--- config.mk ---
export PLATFORM = sky130hd
export DESIGN_NAME = light_selector_fade_flat
export DESIGN_NICKNAME = d
export VERILOG_FILES = /design/src/rtl/light_selector_fade_if.sv /design/src/rtl/light_selector_fade.sv /design/src/flat_wrapper.sv
export SDC_FILE = /design/constraint.sdc
export NUM_CORES = 1
export LEC_CHECK = 0
export CAP_MARGIN = 20
export CORE_AREA = 2 2 68 118
export DETAILED_ROUTE_END_ITERATION = 10
export DIE_AREA = 0 0 70 120
export SLEW_MARGIN = 10
export SYNTH_ARGS = -nofsm -noshare
export SYNTH_HDL_FRONTEND = slang
export SYNTH_SLANG_ARGS = --single-unit
--- constraint.sdc ---
create_clock -name clk -period 4.27 [get_ports clk]
set_input_delay 0.427 -clock clk [delete_from_list [all_inputs] [get_ports clk]]
set_output_delay 0.427 -clock clk [all_outputs]
set_load 0.05 [all_outputs]
--- src/rtl/light_selector_fade_if.sv ---
// Control and light bundle between the board-side driver and light_selector_fade.
// master: drives mode and button, observes light, colour and busy.
// slave : the selector itself, which consumes mode/button and produces light/colour/busy.
interface light_selector_fade_if #(
    parameter int CW = 8
);
    logic [1:0]      mode;    // 0=white 1=manual colour 2=auto cycle 3=off
    logic            button;  // synchronous level, rising edge steps colour in manual mode
    logic [3*CW-1:0] light;   // registered {R,G,B}
    logic [2:0]      colour;  // current colour index 1..6
    logic            busy;    // light has not yet reached its target

    modport master (
        output mode, button,
        input  light, colour, busy
    );

    modport slave (
        input  mode, button,
        output light, colour, busy
    );
endinterface

--- src/rtl/light_selector_fade.sv ---
// RGB light selector (white / manual colour / auto cycle / off) with per-channel fade.
// Latency: target follows mode/colour combinationally; light moves one STEP per edge.
// Backpressure: none; free-running, inputs sampled every cycle.
//
// Ports: clk (rising edge), rst (synchronous, active-low),
//        bus (slave modport): mode, button in; light, colour, busy out.
module light_selector_fade #(
    parameter int CW          = 8,
    parameter int STEP        = 16,
    parameter int AUTO_PERIOD = 50
) (
    input  logic                  clk,
    input  logic                  rst,
    light_selector_fade_if.slave  bus
);
    localparam int              CNTW     = (AUTO_PERIOD > 1) ? $clog2(AUTO_PERIOD) : 1;
    localparam logic [CW:0]     STEP_W   = (CW+1)'(STEP);
    localparam logic [CNTW-1:0] CNT_LAST = CNTW'(AUTO_PERIOD - 1);

    typedef enum logic [1:0] {
        MODE_WHITE  = 2'd0,
        MODE_MANUAL = 2'd1,
        MODE_AUTO   = 2'd2,
        MODE_OFF    = 2'd3
    } mode_e;

    mode_e           mode_s;
    logic [3*CW-1:0] light_q, light_d;
    logic [3*CW-1:0] target;
    logic [2:0]      colour_q, colour_d;
    logic [CNTW-1:0] cnt_q, cnt_d;
    logic            btn_prev_q, btn_prev_d;
    logic            btn_edge;
    logic            advance;

    // Per-channel slew scratch, one bit wider than a channel so sums never wrap.
    logic [CW:0]     cur, tgt, up, lo, nxt;

    assign mode_s = mode_e'(bus.mode);

    // Each colour bit selects its channel at full scale: [2]=R, [1]=G, [0]=B.
    always_comb begin
        target = '0;
        case (mode_s)
            MODE_WHITE:             target = '1;
            MODE_MANUAL, MODE_AUTO: target = {{CW{colour_q[2]}}, {CW{colour_q[1]}}, {CW{colour_q[0]}}};
            default:                target = '0;
        endcase
    end

    always_comb begin
        btn_edge   = bus.button & ~btn_prev_q;
        btn_prev_d = bus.button;
        advance    = 1'b0;
        cnt_d      = '0;

        if (mode_s == MODE_MANUAL) begin
            advance = btn_edge;
        end else if (mode_s == MODE_AUTO) begin
            if (cnt_q == CNT_LAST) begin
                advance = 1'b1;
            end else begin
                cnt_d = cnt_q + CNTW'(1);
            end
        end

        colour_d = colour_q;
        if (advance) begin
            colour_d = (colour_q == 3'd6) ? 3'd1 : colour_q + 3'd1;
        end
    end

    // Moving up clamps at the target once the sum overshoots; moving down only
    // subtracts STEP when the result stays at or above the target, so an
    // unsigned underflow is never formed.
    always_comb begin
        light_d = light_q;
        cur     = '0;
        tgt     = '0;
        up      = '0;
        lo      = '0;
        nxt     = '0;
        for (int i = 0; i < 3; i++) begin
            cur = {1'b0, light_q[i*CW +: CW]};
            tgt = {1'b0, target[i*CW +: CW]};
            up  = cur + STEP_W;
            lo  = tgt + STEP_W;
            if (cur < tgt) begin
                nxt = (up > tgt) ? tgt : up;
            end else if (cur > tgt) begin
                nxt = (cur >= lo) ? (cur - STEP_W) : tgt;
            end else begin
                nxt = cur;
            end
            light_d[i*CW +: CW] = nxt[CW-1:0];
        end
    end

    // btn_prev resets high so a button already held at reset release is not an edge.
    always_ff @(posedge clk) begin
        if (!rst) begin
            light_q    <= '0;
            colour_q   <= 3'd1;
            cnt_q      <= '0;
            btn_prev_q <= 1'b1;
        end else begin
            light_q    <= light_d;
            colour_q   <= colour_d;
            cnt_q      <= cnt_d;
            btn_prev_q <= btn_prev_d;
        end
    end

    assign bus.light  = light_q;
    assign bus.colour = colour_q;
    assign bus.busy   = (light_q != target);
endmodule
--- src/flat_wrapper.sv ---
// flat-port wrapper written by rule: the top's interface ports become plain ports
module light_selector_fade_flat 
#(
    parameter int CW          = 8,
    parameter int STEP        = 16,
    parameter int AUTO_PERIOD = 50
)
  (clk, rst, bus_mode, bus_button, bus_light, bus_colour, bus_busy);
  light_selector_fade_if #(.CW(CW)) bus_i ();
  input  logic clk;
  input  logic rst;
  input wire logic [$bits(bus_i.mode)-1:0] bus_mode;
  input wire logic [$bits(bus_i.button)-1:0] bus_button;
  output wire logic [$bits(bus_i.light)-1:0] bus_light;
  output wire logic [$bits(bus_i.colour)-1:0] bus_colour;
  output wire logic [$bits(bus_i.busy)-1:0] bus_busy;
  assign bus_i.mode = bus_mode;
  assign bus_i.button = bus_button;
  assign bus_light = bus_i.light;
  assign bus_colour = bus_i.colour;
  assign bus_busy = bus_i.busy;
  light_selector_fade #(.CW(CW), .STEP(STEP), .AUTO_PERIOD(AUTO_PERIOD)) u_core (.clk(clk), .rst(rst), .bus(bus_i));
endmodule
==> summary.txt, run 1 <==
postcts setup bufs: 0
post-synthesis sequential area ratio: 17.4%
CTS tree: built
worst-skew pair later-pin latency: 0.27 ns
Post-synth ARST share: 0%
Ys Warns: 0
maximum vdd drop: 0.281 mV
Max Cap Viol: 0
WL final: 7.36 mm
vias in the first global route: 2471
post-synth cell types: 68
number of gates resized after CTS: 0
CP max stage delay: 0.51 ns
worst setup path endpoint: bus_busy
layout net count: 428
final antenna-violating net count: 0
slowest library cell on the worst path: clkdlybuf4s50_1
Tot GR Track Use: 17.7%
H-tree Lvls: 1
final cycle utilization of the critical path: 93.3%
post-synthesis cell area: 2870 sq um
CTS root buf: clkbuf_16
IO Port Bufs: 32
starting density of the core: 38.5%
FP Rows: 42
Post-CTS Hold Buffers: 0
worst-margin pin slew: 0.833 ns
total gr overflow: 0
Ant. Diodes: 0
R2R cell count: 10
core area: 7460 sq um
final worst setup slack: 0.286 ns
Mean Syn Cell Area: 8.14 sq um
power density cells: 773 nW/um^2
FILL cells: 779
Die Y: 120 um
Leak: 1.37 nW
Area growth syn-to-layout: 16.2%
Hold Crit Class: reg2reg
DRT iter0 DRCs: 133
first-pass GRT wire length: 12.2 mm
Gate Count Post-Synth: 353
die footprint: 8400 sq um
critical path startpoint: bus_mode[0]
top-count cell post-synth: ha_1
I/O pin total: 33
Setup TNS Final: 0 ns
Post-synth top cells: ha_1 (45), nand2_1 (28), dfxtp_1 (25)
layout cell share with drive strength beyond 1: 9.81%
Die Width: 70 um
maximum clock rate: 251 MHz
CP max FO: 10
dpl hpwl: 5.67 mm
skew final: 0.00409 ns
max_slew headroom: 44.3%
drt wl/cell: 15.8 um
final setup vio count: 0
Worst Setup Start Kind: input pin
CP Class: in2out
total CTS buffers: 3
RR Endpoint: u_core.bus.light[20]
synthesized flop and latch total: 25
initial antenna violation count: 0
Pins Over Slew Limit: 0
critical path cell sequence: clkdlybuf4s50_1 > inv_1 > ha_1 > a21oi_1 > or2_1 > buf_4 > ha_1 > nor2b_1 > nand4_1 > nor2_1 > nand4_1 > or4_1 > buf_4
top_reg_cell synth: dfxtp_1
Worst-path clk slew: 0.07 ns
DRT Pass-1 Iters: 4
Hold WS: 0.474 ns
top cells by area, synth: ha_1 (20%), dfxtp_1 (17%), mux2i_1 (5.2%)
critical path arrival: 3.56 ns
R2R Setup Slk: 1.32 ns
largest net degree at the start of global routing: 21
Worst Path Required: 3.84 ns
Mapped Nets: 403
RSZ-0062 raised after global routing: no
RePlAce Congestion: 0.926
pre-CTS setup slack: 0.310 ns
fin crit period: 3.98 ns
DR vias: 2724
clk buf depth: 2
area fraction of the dominant cell type after synthesis: 19.6%
status: completed
final hold vios: 0
Critical Path Sink Type: output port
Vias per Instance: 5.86
number of enable flip-flop cells after synthesis: 0
DRC viols: 0
number of clock sinks: 25
area leader, netlist: ha_1
r2r startpoint: u_core.bus.light[20]
where the power goes:
| group | switching, mW | internal, mW |
|---|---|---|
| sequential | 0.141 | 0.291 |
| combinational | 1.11 | 0.812 |
| clock | 0.0973 | 0.128 |
| total | 1.35 | 1.23 |
final cells by class:
class | instances | area [sq um] | share of cell area (%)
multi-input cells | 282 | 2160 | 64.8
flip-flops and latches | 25 | 500 | 15.0
repair buffers | 42 | 393 | 11.8
well taps | 88 | 110 | 3.30
inverters | 24 | 90.1 | 2.70
clock buffers | 3 | 75.1 | 2.25
clock inverters | 1 | 7.51 | 0.225
placed cells by master (no fill, tap or decap), drive strengths merged, types with 8 or more instances in the layout:
| cell | n |
|---|---|
| a21oi | 15 |
| buf | 11 |
| clkdlybuf4s50 | 31 |
| dfxtp | 25 |
| ha | 45 |
| inv | 24 |
| mux2i | 15 |
| nand2 | 29 |
| nand2b | 12 |
| nand3 | 12 |
| nor2 | 19 |
| nor3 | 8 |
| o21ai | 14 |
| xnor2 | 8 |
flip-flops by register name, indices dropped and copies added, names as in the netlist:
signal / flops
u_core.btn_prev_q: 1
u_core.bus.colour: 3
u_core.bus.light: 15
u_core.cnt_q: 6
stage by stage:
step / utilization [%] / area (sq um) / power, mW / cells
global route: 44.7 / 3340 / 2.78 / 465
global placement: 43.6 / 3260 / 2.33 / 461
floorplan: - / 2870 / 1.89 / 353
detailed placement: 43.6 / 3260 / 2.35 / 461
finish: 44.7 / 3340 / 2.58 / 465
CTS: 44.7 / 3340 / 2.58 / 465
cell families (layout without fill, tap and decap cells):
logic type	after synthesis	after routing	share of synthesized area [%]
buf+inv	46	70	7.36
compound gates	87	87	23.6
fa+ha+maj	49	49	21.1
xor+xnor	11	11	3.35
mux	15	15	5.22
simple gates	120	120	22.0
flops	25	25	17.4
worst max-delay path: cells and delay by family:
family / cells / cell delay (ns)
simple gates: 6 / 1.24
fa+ha+maj: 2 / 0.47
buf+inv: 4 / 1.00
compound gates: 1 / 0.41
how the worst min path moves through the flow:
| stage | from | to | slack (ns) | cells past startpoint |
|---|---|---|---|---|
| floorplan | u_core.cnt_q[0] | u_core.cnt_q[0] | 0.43 | 1 |
| global placement | u_core.cnt_q[0] | u_core.cnt_q[0] | 0.45 | 1 |
| detailed placement | u_core.cnt_q[0] | u_core.cnt_q[0] | 0.47 | 1 |
| CTS | u_core.cnt_q[0] | u_core.cnt_q[0] | 0.48 | 1 |
| global route | u_core.cnt_q[0] | u_core.cnt_q[0] | 0.52 | 1 |
| finish | u_core.cnt_q[0] | u_core.cnt_q[0] | 0.47 | 1 |
per-layer routing:
layer	up-vias	GRT usage, %	wire, um	share of wire, %
li1	1343	-	-	-
met1	1276	20.2	2890	39
met2	88	33.2	3960	54
met3	17	1.60	277	3.8
met4	0	7.21	225	3.1
met5	-	0	0	0
(Power assumes the default switching activity.)
==> run 2: changes to the inputs <==
- GPL_ROUTABILITY_DRIVEN: not set -> 0
==> results of run 2 <==
No change in the layout: final DEF, timing and power equal those of run 1.
==> run 3: changes to the inputs <==
- MAX_ROUTING_LAYER: not set -> met4
==> run 3 against run 2 <==
  * Combinational power about the same
  * Sequential share of layout area stayed put
  * Highest routed layer unchanged
  * Setup slack worse by 0.040 ns
  * Largest cell class unchanged
  * Power increased by 0.24%
  * Via count fell by 0.77%
  * Count of clock-buffer cells in the layout unchanged
  * First-iteration DRC count is 18% higher
  * Critical path depth unchanged
  * Worst hold slack about the same
==> summary.txt, run 3 (synthesis results as in run 1) <==
status: completed (unchanged)
DR vias: 2703 (was 2724)
number of clock sinks: 25 (unchanged)
die footprint: 8400 sq um (unchanged)
non-filler cells, final: 465 (unchanged)
slowest library cell on the worst path: clkdlybuf4s50_1 (unchanged)
Setup TNS Final: 0 ns (unchanged)
busiest grt layer: met2 (unchanged)
Leak: 1.37 nW (unchanged)
final cycle utilization of the critical path: 94.2% (was 93.3%)
worst hold stages: 1 (unchanged)
DRC viols: 0 (unchanged)
first-pass GRT wire length: 12.2 mm (about the same)
total CTS buffers: 3 (unchanged)
dpl hpwl: 5.67 mm (unchanged)
r2r startpoint: u_core.bus.light[20] (unchanged)
starting density of the core: 38.5% (unchanged)
CTS tree: built (unchanged)
final antenna-violating net count: 0 (unchanged)
largest net degree at the start of global routing: 21 (unchanged)
Tot GR Track Use: 18.2% (was 17.7%)
vias in the first global route: 2471 (unchanged)
Worst Setup Start Kind: input pin (unchanged)
IO Port Bufs: 32 (unchanged)
CTS root buf: clkbuf_16 (unchanged)
clk buf depth: 2 (unchanged)
switching share of power: 52.4% (was 52.3%)
Area growth syn-to-layout: 16.2% (unchanged)
Comb power frac: 74.4% (was 74.6%)
drt wl/cell: 15.9 um (was 15.8 um)
GR Util met2: 33.2% (about the same)
Ant. Diodes: 0 (unchanged)
core area: 7460 sq um (unchanged)
most frequent cells in the layout: ha_1 (45), clkdlybuf4s50_1 (31), nand2_1 (28) (unchanged)
CP Class: in2out (unchanged)
critical path cell sequence: clkdlybuf4s50_1 > inv_1 > ha_1 > a21oi_1 > or2_1 > buf_4 > ha_1 > nor2b_1 > nand4_1 > nor2_1 > nand4_1 > or4_1 > buf_4 (unchanged)
Worst-path clk slew: 0.07 ns (about the same)
skew final: 0.00653 ns (was 0.00409 ns)
power density cells: 775 nW/um^2 (was 773 nW/um^2)
power share of the sequential group: 16.8% (was 16.7%)
CP max FO: 10 (unchanged)
final setup vio count: 0 (unchanged)
initial antenna violation count: 0 (unchanged)
fin crit period: 4.02 ns (was 3.98 ns)
Hold EP: u_core.cnt_q[0] (unchanged)
Hold Crit Class: reg2reg (unchanged)
DRT Pass-1 Iters: 4 (unchanged)
global-route met1 utilization: 20.2% (about the same)
maximum clock rate: 249 MHz (was 251 MHz)
R2R Setup Slk: 1.32 ns (about the same)
cell family with the largest share of critical-path delay: simple AND/OR/NAND/NOR gates (unchanged)
FILL cells: 779 (unchanged)
Die Y: 120 um (unchanged)
total gr overflow: 0 (unchanged)
RR Endpoint: u_core.bus.light[20] (unchanged)
WL final: 7.39 mm (was 7.36 mm)
Post-CTS Hold Buffers: 0 (unchanged)
commonest non-fill, non-tap cell in the layout: ha_1 (unchanged)
Vias per Instance: 5.81 (was 5.86)
DRT iter0 DRCs: 157 (was 133)
Die Width: 70 um (unchanged)
number of gates resized after CTS: 0 (unchanged)
postcts setup bufs: 0 (unchanged)
Power Internal: 1.23 mW (about the same)
clock share of power: 8.8% (was 8.7%)
placed cells: 461 (unchanged)
CP max stage delay: 0.51 ns (about the same)
final hold vios: 0 (unchanged)
Pins Over Slew Limit: 0 (unchanged)
Worst Path Required: 3.84 ns (about the same)
R2R cell count: 10 (unchanged)
critical path arrival: 3.60 ns (was 3.56 ns)
max reg flops: 15 (unchanged)
P_sw: 1.36 mW (was 1.35 mW)
critical path startpoint: bus_mode[0] (unchanged)
layout cell share with drive strength beyond 1: 9.81% (unchanged)
worst-margin pin slew: 0.827 ns (was 0.833 ns)
FP Rows: 42 (unchanged)
I/O pin total: 33 (unchanged)
met3 GRT Util: 1.60% (unchanged)
layout net count: 428 (unchanged)
H-tree Lvls: 1 (unchanged)
WP buf/inv: 4 (unchanged)
hold_sp: u_core.cnt_q[0] (unchanged)
RSZ-0062 raised after global routing: no (unchanged)
max_slew headroom: 44.7% (was 44.3%)
worst-skew pair later-pin latency: 0.27 ns (about the same)
Max Cap Viol: 0 (unchanged)
Critical Path Sink Type: output port (unchanged)
maximum vdd drop: 0.280 mV (was 0.281 mV)
-- run 3: worst max-delay path by stage --
| stage | to | slack [ns] | cells after the start |
|---|---|---|---|
| floorplan | u_core.bus.light[20] | 1.0 | 14 |
| global placement | u_core.bus.light[20] | 0.36 | 15 |
| detailed placement | bus_busy | 0.31 | 13 |
| CTS | bus_busy | 0.28 | 13 |
| global route | bus_busy | 0.06 | 13 |
| finish | bus_busy | 0.25 | 13 |
-- run 3: final cells by class --
class                      count  area (sq um)  area share, %
multi-input combinational    282          2160           64.8
sequential                    25           500           15.0
timing repair buffer          42           393           11.8
tap                           88           110           3.30
inverter                      24          90.1           2.70
clock buffer                   3          75.1           2.25
clock inverter                 1          7.51          0.225
-- run 3: power by group through the flow --
stage / Combinational, mW / Clock [mW] / Sequential, mW
after floorplan: 1.34 / 0 / 0.549
after detailed placement: 1.91 / 0 / 0.438
final: 1.93 / 0.228 / 0.434
after global routing: 2.10 / 0.239 / 0.448
after global placement: 1.89 / 0 / 0.438
after CTS: 1.92 / 0.233 / 0.432
-- run 3: routing by layer --
layer	wire length (um)	part of all wire, %
met2	3990	54
met4	159	2.2
met1	2990	40
met5	0	0
met3	246	3.3
-- run 3: per-stage QoR --
stage / setup slack [ns] / area (sq um) / hold WS (ns) / util [%] / power (mW)
after floorplan: 0.999 / 2870 / 0.433 / - / 1.89
after global placement: 0.362 / 3260 / 0.450 / 43.6 / 2.33
after detailed placement: 0.310 / 3260 / 0.465 / 43.6 / 2.35
after CTS: 0.278 / 3340 / 0.482 / 44.7 / 2.58
after global routing: 0.0576 / 3340 / 0.520 / 44.7 / 2.78
final: 0.246 / 3340 / 0.474 / 44.7 / 2.59
==> RTL change 1: new RTL, settings of run 3 <==
Reset style: asynchronous (`rst`), changed in one clocked block.
--- a/src/rtl/light_selector_fade.sv
+++ b/src/rtl/light_selector_fade.sv
@@ -97,7 +97,7 @@
     end
 
     // btn_prev resets high so a button already held at reset release is not an edge.
-    always_ff @(posedge clk) begin
+    always_ff @(posedge clk or negedge rst) begin
         if (!rst) begin
             light_q    <= '0;
             colour_q   <= 3'd1;
Behaviour: differs if rst is asserted again (counterexample within 4 cycles, from zero or initial values and one cycle with rst low); with rst held inactive, the same outputs for 10 cycles.
==> RTL change 1 against run 3 <==
- count of clock-buffer cells in the layout stayed put
- sequential cell count did not move
- die area is the same
- synthesized cell count up 0.57%
- routed wire length grew 1.2%
- worst setup slack better by 0.24 ns
- worst hold slack better by 0.034 ns
- synthesized area grew 4.7%
- core utilization up 1.5 points
- design area rose by 3.4%
- critical endpoint is now u_core.bus.light[15]
Power is not shown: default switching activity piles up to over one toggle a cycle in this logic, so the estimate is an artifact.
==> RTL change 1: results (changes against run 3) <==
[setup_path]
regToRegStartpoint = u_core.bus.colour[1]  ; was u_core.bus.light[20]
r2r_setup_slack_ns = 1.11  ; was 1.32 ns
arrival_ns = 3.98  ; was 3.60 ns
endpoint = u_core.bus.light[15]  ; was bus_busy
cp_max_fo = 8  ; was 10
reg2regPathDepth = 11  ; was 10

[place]
dp_hpwl_microns = 5920  ; was 5670 microns
placed_area_sq_um = 3369  ; was 3256 sq um

[final_layout]
nonClkBufAreaFrac = 0.1160  ; was 0.1177
seq_area_sq_um = 628.1  ; was 500.5 sq um
multi_input_area_sq_um = 2133  ; was 2162 sq um
multiInputCombCellCount = 279  ; was 282
area_growth_pct = 14.67  ; was 16.15%
drive_above_1_share = 0.1167  ; was 0.09814
n_all_inverters = 26  ; was 24
buffers = 43  ; was 42
seq_cells = 25  ; unchanged

[yosys]
synth_area_leaders = dfrtp_1, ha_1, mux2i_1, inv_1, a21oi_1  ; was ha_1, dfxtp_1, mux2i_1, nand2_1, inv_1
synth_async_sr_flop_share = 1.000  ; was 0
ys_top_cells_by_count = ha_1, inv_1, dfrtp_1, nand2_1, nor2_1  ; was ha_1, nand2_1, dfxtp_1, inv_1, nor2_1
synth_area_per_cell_sq_um = 8.480  ; was 8.142 sq um
synth.yosys.seq_area_share = 0.2086  ; was 0.1741
syn_nets = 405  ; was 403

[drt]
dr.pass1.iters = 4  ; unchanged
via_per_inst = 5.845  ; was 5.813

[timing]
hold_slack_ns = 0.5081  ; was 0.4739 ns
fin_crit_sh = 0.8867  ; was 0.9424
skew_ns = 0.006459  ; was 0.006526 ns

[status]
status = finished, final reports clean  ; unchanged

[hold_path]
whs_endpoint = u_core.cnt_q[0]  ; unchanged
worstHoldStart = u_core.cnt_q[0]  ; unchanged

[global_routing]
grt_pass1_wl_microns = 12650  ; was 12200 microns
grt_pass1_vias = 2651  ; was 2471
grt_max_degree = 26  ; was 21

[RTL change 1: cell types whose count changed after synthesis, moves of 4 or more]
cell	delta
nand3_1	-4
a21oi_1	+4
nand2b_1	-7
dfrtp_1	+23
a31oi_1	+5
nand4_1	-4
mux2i_1	-4
nor3_1	+8
nand2_1	-5
dfxtp_1	-25
[RTL change 1: cells by family (layout without fill, tap and decap cells)]
| kind of cell | Yosys count | count (layout) | share of synthesized area |
|---|---|---|---|
| xor gates and xnor gates | 12 | 12 | 0.03491 |
| adders and majority gates | 48 | 48 | 0.1974 |
| and+or+nand+nor | 110 | 110 | 0.1945 |
| AOI/OAI and AO/OA | 98 | 98 | 0.2452 |
| DFF | 25 | 25 | 0.2086 |
| buffers and inverters | 51 | 73 | 0.08271 |
| muxes | 11 | 11 | 0.03658 |
[RTL change 1: metal layers]
layer	track usage	routed length, microns	up-vias
met3	0.02099	203	21
met4	0.08293	227	0
li1	-	-	1344
met1	0.2049	3018	1292
met2	0.3458	4026	61
met5	-	0	-
==> RTL change 2: new RTL, flow settings as in run 3 <==
Made on the original files. `AUTO_PERIOD` is set to 50 in 2 places; all go to 100.
--- a/src/rtl/light_selector_fade.sv
+++ b/src/rtl/light_selector_fade.sv
@@ -7,7 +7,7 @@
 module light_selector_fade #(
     parameter int CW          = 8,
     parameter int STEP        = 16,
-    parameter int AUTO_PERIOD = 50
+    parameter int AUTO_PERIOD = 100
 ) (
     input  logic                  clk,
     input  logic                  rst,
--- a/src/flat_wrapper.sv
+++ b/src/flat_wrapper.sv
@@ -3,7 +3,7 @@
 #(
     parameter int CW          = 8,
     parameter int STEP        = 16,
-    parameter int AUTO_PERIOD = 50
+    parameter int AUTO_PERIOD = 100
 )
   (clk, rst, bus_mode, bus_button, bus_light, bus_colour, bus_busy);
   light_selector_fade_if #(.CW(CW)) bus_i ();
Function: no difference found for any inputs over 10 cycles, from zero or initial values and one cycle with rst low; that may be too few to reach the edited logic, so the function may still have changed.
==> RTL change 2 against run 3 <==
- synthesized cell count rose by 3.1%
- sequential cell count rose by 1
- routed wire length fell by 3.4%
- count of clock-buffer cells in the layout stayed put
- worst setup slack improved by 0.49 ns
- first-iteration DRC count rose by 5.1%
- clock power rose by 25%
- design area up 0.60%
- synthesized area grew 1.6%
- power fell by 5.1%
- critical path type unchanged
- largest power group unchanged
- highest routed layer unchanged
==> RTL change 2: results (changes against run 3) <==
[status]
status = finished, final reports clean  ; unchanged

[setup_path]
arrival_ns = 3.11  ; was 3.60 ns
cp_max_fo = 12  ; was 10

[drt]
vias = 2685  ; was 2703
dr.pass1.iters = 4  ; unchanged
drt-initial-drc-count = 165  ; was 157
wl_per_cell_microns = 15.18  ; was 15.88 microns

[clock_tree]
htreeDepth = 1  ; unchanged
root_buffer = clkbuf_16  ; unchanged
post_cts_buffers = 0  ; unchanged
cts_buffer_depth = 2  ; unchanged
clk_pin_slew_ns = 0.07  ; about the same
post_cts_resized = 0  ; unchanged
hold_buffers = 0  ; unchanged
cts-buffers-inserted = 3  ; unchanged
clock_latency_ns = 0.27  ; about the same

[yosys]
syn_nets = 413  ; was 403
ys_types = 61  ; was 68
synth_async_sr_flop_share = 0  ; unchanged
ys.flop_type = dfxtp_1  ; unchanged
synthCells = 364  ; was 353
ys_top_cells_by_count = ha_1, nand2_1, dfxtp_1, inv_1, a21oi_1  ; was ha_1, nand2_1, dfxtp_1, inv_1, nor2_1
synth_area_leaders = ha_1, dfxtp_1, a21oi_1, nand2_1, xnor2_1  ; was ha_1, dfxtp_1, mux2i_1, nand2_1, inv_1
yosys_warnings = 0  ; unchanged
synth.yosys.seq_area_share = 0.1782  ; was 0.1741

[timing]
skew_ns = 0.004440  ; was 0.006526 ns
relSlewSlack = 0.2911  ; was 0.4470
finalSetupViolations = 0  ; unchanged
fin_setup_tns_ns = 0  ; unchanged
hold_violations = 0  ; unchanged

[global_routing]
grt_max_degree = 28  ; was 21
grt_pass1_vias = 2608  ; was 2471
grt_use_total = 0.1755  ; was 0.1823
grt_pass1_wl_microns = 11890  ; was 12200 microns
antenna_found_initial = 0  ; unchanged

[power_and_ir_drop]
ir_drop_v = 0.0003840  ; was 0.0002802 V
p_leak_nw = 1.390  ; was 1.368 nW

[final_layout]
instances_no_fill = 470  ; was 465
drive_above_1_share = 0.09948  ; was 0.09814
finish.net_count = 432  ; was 428
num_antenna_cells = 0  ; unchanged
largest_reg_flops = 15  ; unchanged

[hold_path]
hp-class = flop to flop  ; unchanged

[place]
port_buffers = 32  ; unchanged
post-place-ws_ns = 0.4433  ; was 0.3099 ns
dp_hpwl_microns = 5449  ; was 5670 microns

-- RTL change 2: changes by cell type in the layout (fill, tap and decap cells not counted), sizes merged, moves of 4 or more --
cell / change
a21oi: +11
nand2b: -9
nand3: +7
mux2i: -6
a211oi: -5
buf: -5
nand4b: -4
nor2b: +4
o221ai: +4
-- RTL change 2: critical path, stage by stage --
cell             delay [ns]
clkdlybuf4s50_1        0.51
inv_1                  0.08
ha_1                   0.35
a21oi_2                0.26
or2_1                  0.23
buf_4                  0.21
ha_1                   0.24
inv_1                  0.13
nand3_1                0.11
nor4_1                 0.22
nand4_1                0.14
buf_4                  0.21
-- RTL change 2: final timing paths --
kind	start	endpoint	slack, ns	cells after the start
setup / recovery	bus_mode[0]	bus_busy	0.73	12
hold / removal	u_core.cnt_q[0]	u_core.cnt_q[0]	0.46	1
setup reg to reg	u_core.bus.light[21]	u_core.bus.light[21]	1.35	9
hold reg to reg	u_core.cnt_q[0]	u_core.cnt_q[0]	0.46	1
-- RTL change 2: cells by family (layout without fill, tap and decap cells) --
kind of cell / count (synthesis) / after routing / share of synthesized area
AND/OR/NAND/NOR: 121 / 121 / 0.2147
adder cells (fa/ha/maj): 47 / 47 / 0.1997
buffers and inverters: 50 / 68 / 0.08012
XOR/XNOR: 15 / 15 / 0.04499
multiplexers: 12 / 12 / 0.04370
AO/OA/AOI/OAI: 93 / 93 / 0.2387
flip-flops: 26 / 26 / 0.1782
-- RTL change 2: final cells by class --
class,count,area (sq um)
Fill cell,770,4104
Multi-Input combinational cell,288,2166
Inverter,27,101.3
Sequential cell,26,520.5
Tap cell,88,110.1
Clock buffer,3,75.07
Clock inverter,1,30.03
Timing Repair Buffer,37,355.3
-- RTL change 2: stage by stage --
stage	utilization	hold WS [ns]	instance area [sq um]	total power, mW
floorplan	-	0.4175	2920	1.783
global placement	0.4359	0.4266	3253	2.152
detailed placement	0.4359	0.4454	3253	2.164
CTS	0.4500	0.4591	3358	2.457
global route	0.4500	0.4938	3358	2.637
finish	0.4500	0.4554	3358	2.457
-- RTL change 2: layer usage --
metal / global-route usage / vias up / routed length, microns
met5: - / - / 0
met4: 0.07813 / 0 / 182
met3: 0.01427 / 13 / 172
met2: 0.3321 / 48 / 3923
met1: 0.1807 / 1273 / 2858
li1: - / 1351 / -
-- RTL change 2: power breakdown --
part	total (mW)	internal, mW	switching (mW)
sequential	0.434	0.298	0.135
clock	0.286	0.187	0.0990
combinational	1.74	0.716	1.02
total	2.46	1.20	1.25
